**config.mk**
```make
export PLATFORM = sky130hd
export DESIGN_NAME = uart_tx_arbiter
export DESIGN_NICKNAME = d
export VERILOG_FILES = /design/src/rtl/uart_arb_pkg.sv /design/src/rtl/rr_pick.sv /design/src/rtl/uart_tx_arbiter.sv
export SDC_FILE = /design/constraint.sdc
export NUM_CORES = 1
export LEC_CHECK = 0
export ABC_AREA = 1
export ABC_CLOCK_PERIOD_IN_PS = 4100
export BUFFER_PORTS_ARGS = -buffer_cell sky130_fd_sc_hd__buf_2
export CORE_MARGIN = 4
export CORE_UTILIZATION = 40
export CTS_CLUSTER_SIZE = 40
export DETAILED_ROUTE_END_ITERATION = 8
export GPL_ROUTABILITY_DRIVEN = 0
export PLACE_DENSITY = 0.79
export SYNTH_ARGS = -nofsm -noshare
export SYNTH_HDL_FRONTEND = slang
export SYNTH_SLANG_ARGS = --single-unit
```
**constraint.sdc**
```tcl
create_clock -name clk -period 4.1 [get_ports clk]
set_clock_uncertainty 0.05 [all_clocks]
set_input_delay 0.205 -clock clk [delete_from_list [all_inputs] [get_ports clk]]
set_output_delay 0.205 -clock clk [all_outputs]
set_load 0.02 [all_outputs]
```
**src/rtl/uart_arb_pkg.sv**
```systemverilog
// Shared types and constants for the UART TX arbiter and its round-robin picker.
package uart_arb_pkg;

  // Arbiter FSM encoding: no owner / a requester owns the TX stream.
  typedef enum logic {
    S_IDLE = 1'b0,
    S_XFER = 1'b1
  } arb_state_e;

  // Width of the per-grant byte counter; MAX_BURST is capped at 255 so it never wraps.
  localparam int unsigned BURST_W = 8;

  // Number of bits needed to name one of n requesters (at least one bit).
  function automatic int unsigned grant_w(input int unsigned n);
    return (n <= 1) ? 1 : $clog2(n);
  endfunction

endpackage

```
**src/rtl/rr_pick.sv**
```systemverilog
// Combinational round-robin picker: first asserted request at or after ptr, wrapping modulo N.
module rr_pick #(
  parameter int unsigned N = 4,
  parameter int unsigned W = 2
) (
  input  logic [N-1:0] req,
  input  logic [W-1:0] ptr,
  output logic         found,
  output logic [W-1:0] idx
);

  logic [W:0]   sum;
  logic [W-1:0] cand;

  // Walk the N candidates starting at ptr and latch the first one requesting.
  always_comb begin
    found = 1'b0;
    idx   = '0;
    sum   = '0;
    cand  = '0;
    for (int unsigned i = 0; i < N; i++) begin
      sum  = {1'b0, ptr} + (W+1)'(i);
      cand = (sum >= (W+1)'(N)) ? W'(sum - (W+1)'(N)) : W'(sum);
      if (!found && req[cand]) begin
        found = 1'b1;
        idx   = cand;
      end
    end
  end

endmodule

```
**src/rtl/uart_tx_arbiter.sv**
```systemverilog
// Packet-atomic round-robin arbiter sharing one UART TX byte stream among NUM_REQ requesters.
// Optional build macro UART_ARB_TIMEOUT_EN: revoke a grant after IDLE_TIMEOUT consecutive
// cycles in which the owner holds valid low.
module uart_tx_arbiter
  import uart_arb_pkg::*;
#(
  parameter int unsigned NUM_REQ      = 4,
  parameter int unsigned DATA_WIDTH   = 8,
  parameter int unsigned MAX_BURST    = 16,
  parameter int unsigned IDLE_TIMEOUT = 64
) (
  input  logic                          clk,
  input  logic                          rst,
  input  logic [NUM_REQ-1:0]            req_valid,
  output logic [NUM_REQ-1:0]            req_ready,
  input  logic [NUM_REQ*DATA_WIDTH-1:0] req_data,
  input  logic [NUM_REQ-1:0]            req_last,
  output logic                          out_valid,
  input  logic                          out_ready,
  output logic [DATA_WIDTH-1:0]         out_data,
  output logic [grant_w(NUM_REQ)-1:0]   grant_id,
  output logic                          busy
);

  localparam int unsigned GRANT_W = grant_w(NUM_REQ);
  localparam bit PARAMS_OK = (NUM_REQ >= 2) && (NUM_REQ <= 8) &&
                             (MAX_BURST >= 1) && (MAX_BURST <= 255) &&
                             (IDLE_TIMEOUT >= 1) && (DATA_WIDTH >= 1);

  if (!PARAMS_OK) begin : g_param_err
    $error("uart_tx_arbiter: parameter out of range");
  end

  arb_state_e            state;
  logic [GRANT_W-1:0]    rr_ptr;
  logic [BURST_W-1:0]    burst_cnt;

  logic [DATA_WIDTH-1:0] data_arr [NUM_REQ];
  logic                  pick_found;
  logic [GRANT_W-1:0]    pick_idx;
  logic                  g_valid;
  logic                  g_last;
  logic                  xfer_hs;
  logic                  burst_done;
  logic                  stall_expire;
  logic                  release_c;
  logic [GRANT_W-1:0]    next_ptr;

  // Split the packed request bus into one byte lane per requester.
  for (genvar i = 0; i < NUM_REQ; i++) begin : g_lane
    assign data_arr[i] = req_data[i*DATA_WIDTH +: DATA_WIDTH];
  end

  rr_pick #(
    .N (NUM_REQ),
    .W (GRANT_W)
  ) u_pick (
    .req   (req_valid),
    .ptr   (rr_ptr),
    .found (pick_found),
    .idx   (pick_idx)
  );

  assign g_valid    = req_valid[grant_id];
  assign g_last     = req_last[grant_id];
  assign xfer_hs    = (state == S_XFER) && g_valid && out_ready;
  assign burst_done = (burst_cnt == BURST_W'(MAX_BURST - 1));
  assign release_c  = (xfer_hs && (g_last || burst_done)) || stall_expire;
  assign next_ptr   = (grant_id == GRANT_W'(NUM_REQ - 1)) ? '0 : grant_id + GRANT_W'(1);

`ifdef UART_ARB_TIMEOUT_EN
  localparam int unsigned STALL_W = $clog2(IDLE_TIMEOUT + 1);

  logic [STALL_W-1:0] stall_cnt;

  assign stall_expire = (state == S_XFER) && !g_valid &&
                        (stall_cnt == STALL_W'(IDLE_TIMEOUT - 1));

  // Count consecutive owner-idle cycles during a grant; any valid cycle restarts the count.
  always_ff @(posedge clk) begin
    if (rst) begin
      stall_cnt <= '0;
    end else if ((state != S_XFER) || g_valid || stall_expire) begin
      stall_cnt <= '0;
    end else begin
      stall_cnt <= stall_cnt + STALL_W'(1);
    end
  end
`else
  assign stall_expire = 1'b0;
`endif

  // Grant FSM: pick an owner in IDLE, hold it through the packet or burst cap, then rotate.
  always_ff @(posedge clk) begin
    if (rst) begin
      state     <= S_IDLE;
      rr_ptr    <= '0;
      grant_id  <= '0;
      burst_cnt <= '0;
      busy      <= 1'b0;
    end else begin
      case (state)
        S_IDLE: begin
          if (pick_found) begin
            grant_id  <= pick_idx;
            busy      <= 1'b1;
            burst_cnt <= '0;
            state     <= S_XFER;
          end
        end
        S_XFER: begin
          if (xfer_hs) begin
            burst_cnt <= burst_cnt + BURST_W'(1);
          end
          if (release_c) begin
            rr_ptr <= next_ptr;
            busy   <= 1'b0;
            state  <= S_IDLE;
          end
        end
        default: state <= S_IDLE;
      endcase
    end
  end

  // Pass the owner's handshake straight through; nothing moves while IDLE.
  always_comb begin
    out_valid = 1'b0;
    out_data  = '0;
    req_ready = '0;
    if (state == S_XFER) begin
      out_valid           = g_valid;
      out_data            = data_arr[grant_id];
      req_ready[grant_id] = out_ready;
    end
  end

endmodule

```
==> results.cfg <==
[route]
drt-initial-drc-count = 106
finalWirelength_um = 3498
num_vias = 1595
postRouteAntennaNets = 0
drt-pass1-iter-count = 4
vias_per_cell = 4.848
drcViolationCount = 0
post_drt_wl_per_cell_um = 10.63

[synthesis]
ys_ff_latch = 14
synth_top_area_cell = dfxtp_1
ys_types = 25
syn_area_per_cell_sq_um = 5.644
ys_warn_count = 0
ys_top_cells_by_area = dfxtp_1, nand2_1, nor2_1
syn_area_sq_um = 1315
netlist.area_leader.share_pct = 21.31
syn_nets = 281
seq_area_frac_synth_pct = 21.31
netlist_instances = 233

[cells_and_area]
antenna_cells = 0
final_common_cell = buf_2
multi_input_area_sq_um = 882.1
fillers = 351
fin_nets = 335
regArea_sq_um = 280.3
final_cell_mix = buf_2, nand2_1, nor2_1
drive_gt1_share_pct = 25.26
syn_to_final_growth_pct = 24.17

[cts]
clk_pin_slew_worst_paths_ns = 0.08
cts_tree = built
cts_setup_buffers = 0
cts_root_buffer = clkbuf_4
holdBufCountCts = 0
cts_max_level = 1
clock_latency_ns = 0.28
cts_buffers = 3
cts_buffer_depth = 2
cts_sinks = 14
post_cts_resized = 0

[critical_path]
worst_setup_path_end_kind = output pin
ff2ff_path_depth = 9
crit_type = flip-flop to output pin
cp.arrival_ns = 1.84
worstSetupStartpointType = flip-flop
required_ns = 3.85
path_max_fanout = 15

[place]
portBuffers = 58
hpwl_um = 2728
place_ws_ns = 2.073

[global_route]
grt_pass1_vias = 1348
antenna_found_initial = 0
grt_max_degree = 28
grt_first_pass_wirelength_um = 5713
track_usage_pct = 16.14
grt-ovfl-total = 0

[pwr]
p_leak_nw = 0.8381
peakVddDrop_uv = 154.7
power.density_nw_per_um2 = 364.4

[status]
outcome = complete, no violations

[sta]
max_freq_ghz = 0.4778
tightest_slew_ns = 0.5221
setup_ws_ns = 2.007
hold_viol = 0
grt_setup_unrepaired = no
fin_tns_setup_ns = 0
slew_headroom_pct = 65.14
final.period_utilization_pct = 51.05
finalCriticalPeriod_ns = 2.093
setup_violations = 0
slew_viol_final = 0

[run]
maxCapViolations = 0

[min_path]
whs_path_depth = 2
holdCritPathClass = input pin to flip-flop

[die]
start_util_pct = 42.38
core.rowCount = 20
core_area_sq_um = 3103
die_y_um = 65.34
dieArea_sq_um = 4269
ios = 59
die_x_um = 65.34
-- area by class of cell --
cell class,instances,area share (%)
inverters,24,5.824
multi-input cells,185,54.02
well taps,44,3.372
clock buffers,3,1.379
flip-flops and latches,14,17.16
repair buffers,59,18.24
-- synthesized netlist by cell type --
cell type,count
buf_6,2
nand2_2,4
nor2_1,49
nand4_1,1
nor2_4,1
xor2_1,3
inv_6,1
and2_1,1
o211ai_1,3
nand3_2,1
a211oi_1,1
o21ai_1,2
o21ai_0,23
inv_1,20
buf_2,4
a31oi_1,1
clkinv_1,1
inv_2,2
a21oi_1,19
nand3_1,20
nand2_1,50
nor2_2,1
clkbuf_1,4
ha_1,5
dfxtp_1,14
-- flip-flops by register name, indices dropped and copies added (netlist names) --
signal     count
burst_cnt      8
busy           1
grant_id       2
rr_ptr         2
state          1
-- worst paths after layout --
check | startpoint | endpoint | slack, ns
setup / recovery | grant_id[1] | out_data[0] | 2.01
hold / removal | rst | burst_cnt[1] | 0.11
setup reg to reg | grant_id[1] | burst_cnt[3] | 2.05
hold reg to reg | burst_cnt[0] | burst_cnt[0] | 0.44
-- where the power goes --
group          switching (W)  total [W]  internal (W)  leakage [nW]
Clock              0.0000415  0.0000756     0.0000341        0.0138
Combinational       0.000233   0.000348      0.000115         0.710
Sequential         0.0000207   0.000171      0.000151         0.114
Total               0.000295   0.000595      0.000300         0.838
-- stage by stage --
step / hold WS (ns) / cell area, sq um / utilization, % / total power, W / instances
CTS: 0.1020 / 1633 / 52.62 / 0.0006016 / 329
global placement: 0.3993 / 1610 / 51.90 / 0.0005198 / 326
detailed placement: 0.4048 / 1610 / 51.90 / 0.0005228 / 326
finish: 0.1106 / 1633 / 52.62 / 0.0005951 / 329
global route: 0.1042 / 1633 / 52.62 / 0.0006510 / 329
floorplan: 0.2241 / 1315 / - / 0.0004352 / 233
-- logic make-up (layout without fill, tap and decap cells) --
family	count (synthesis)	in the layout	share of synthesized area, %
simple gates	128	128	40.82
buf+inv	34	86	11.61
fa+ha+maj	5	5	4.757
compound gates	49	49	19.51
flops	14	14	21.31
xor+xnor	3	3	1.998
-- layer usage --
| layer | up-vias | share of wire (%) | track usage [%] |
|---|---|---|---|
| met5 | - | 0 | 0 |
| met4 | 0 | 0.71 | 3.368 |
| met3 | 5 | 6.4 | 3.248 |
| met2 | 42 | 46 | 28.45 |
| met1 | 694 | 47 | 20.19 |
| li1 | 854 | - | - |
-- worst max-delay path, cell delays in order (launching register included) --
cell     delay, ns
dfxtp_1       0.65
inv_1         0.32
nor2_1        0.15
o21ai_0       0.08
a21oi_1       0.16
buf_2         0.19
Note: power is estimated with default switching activity, not from simulation.
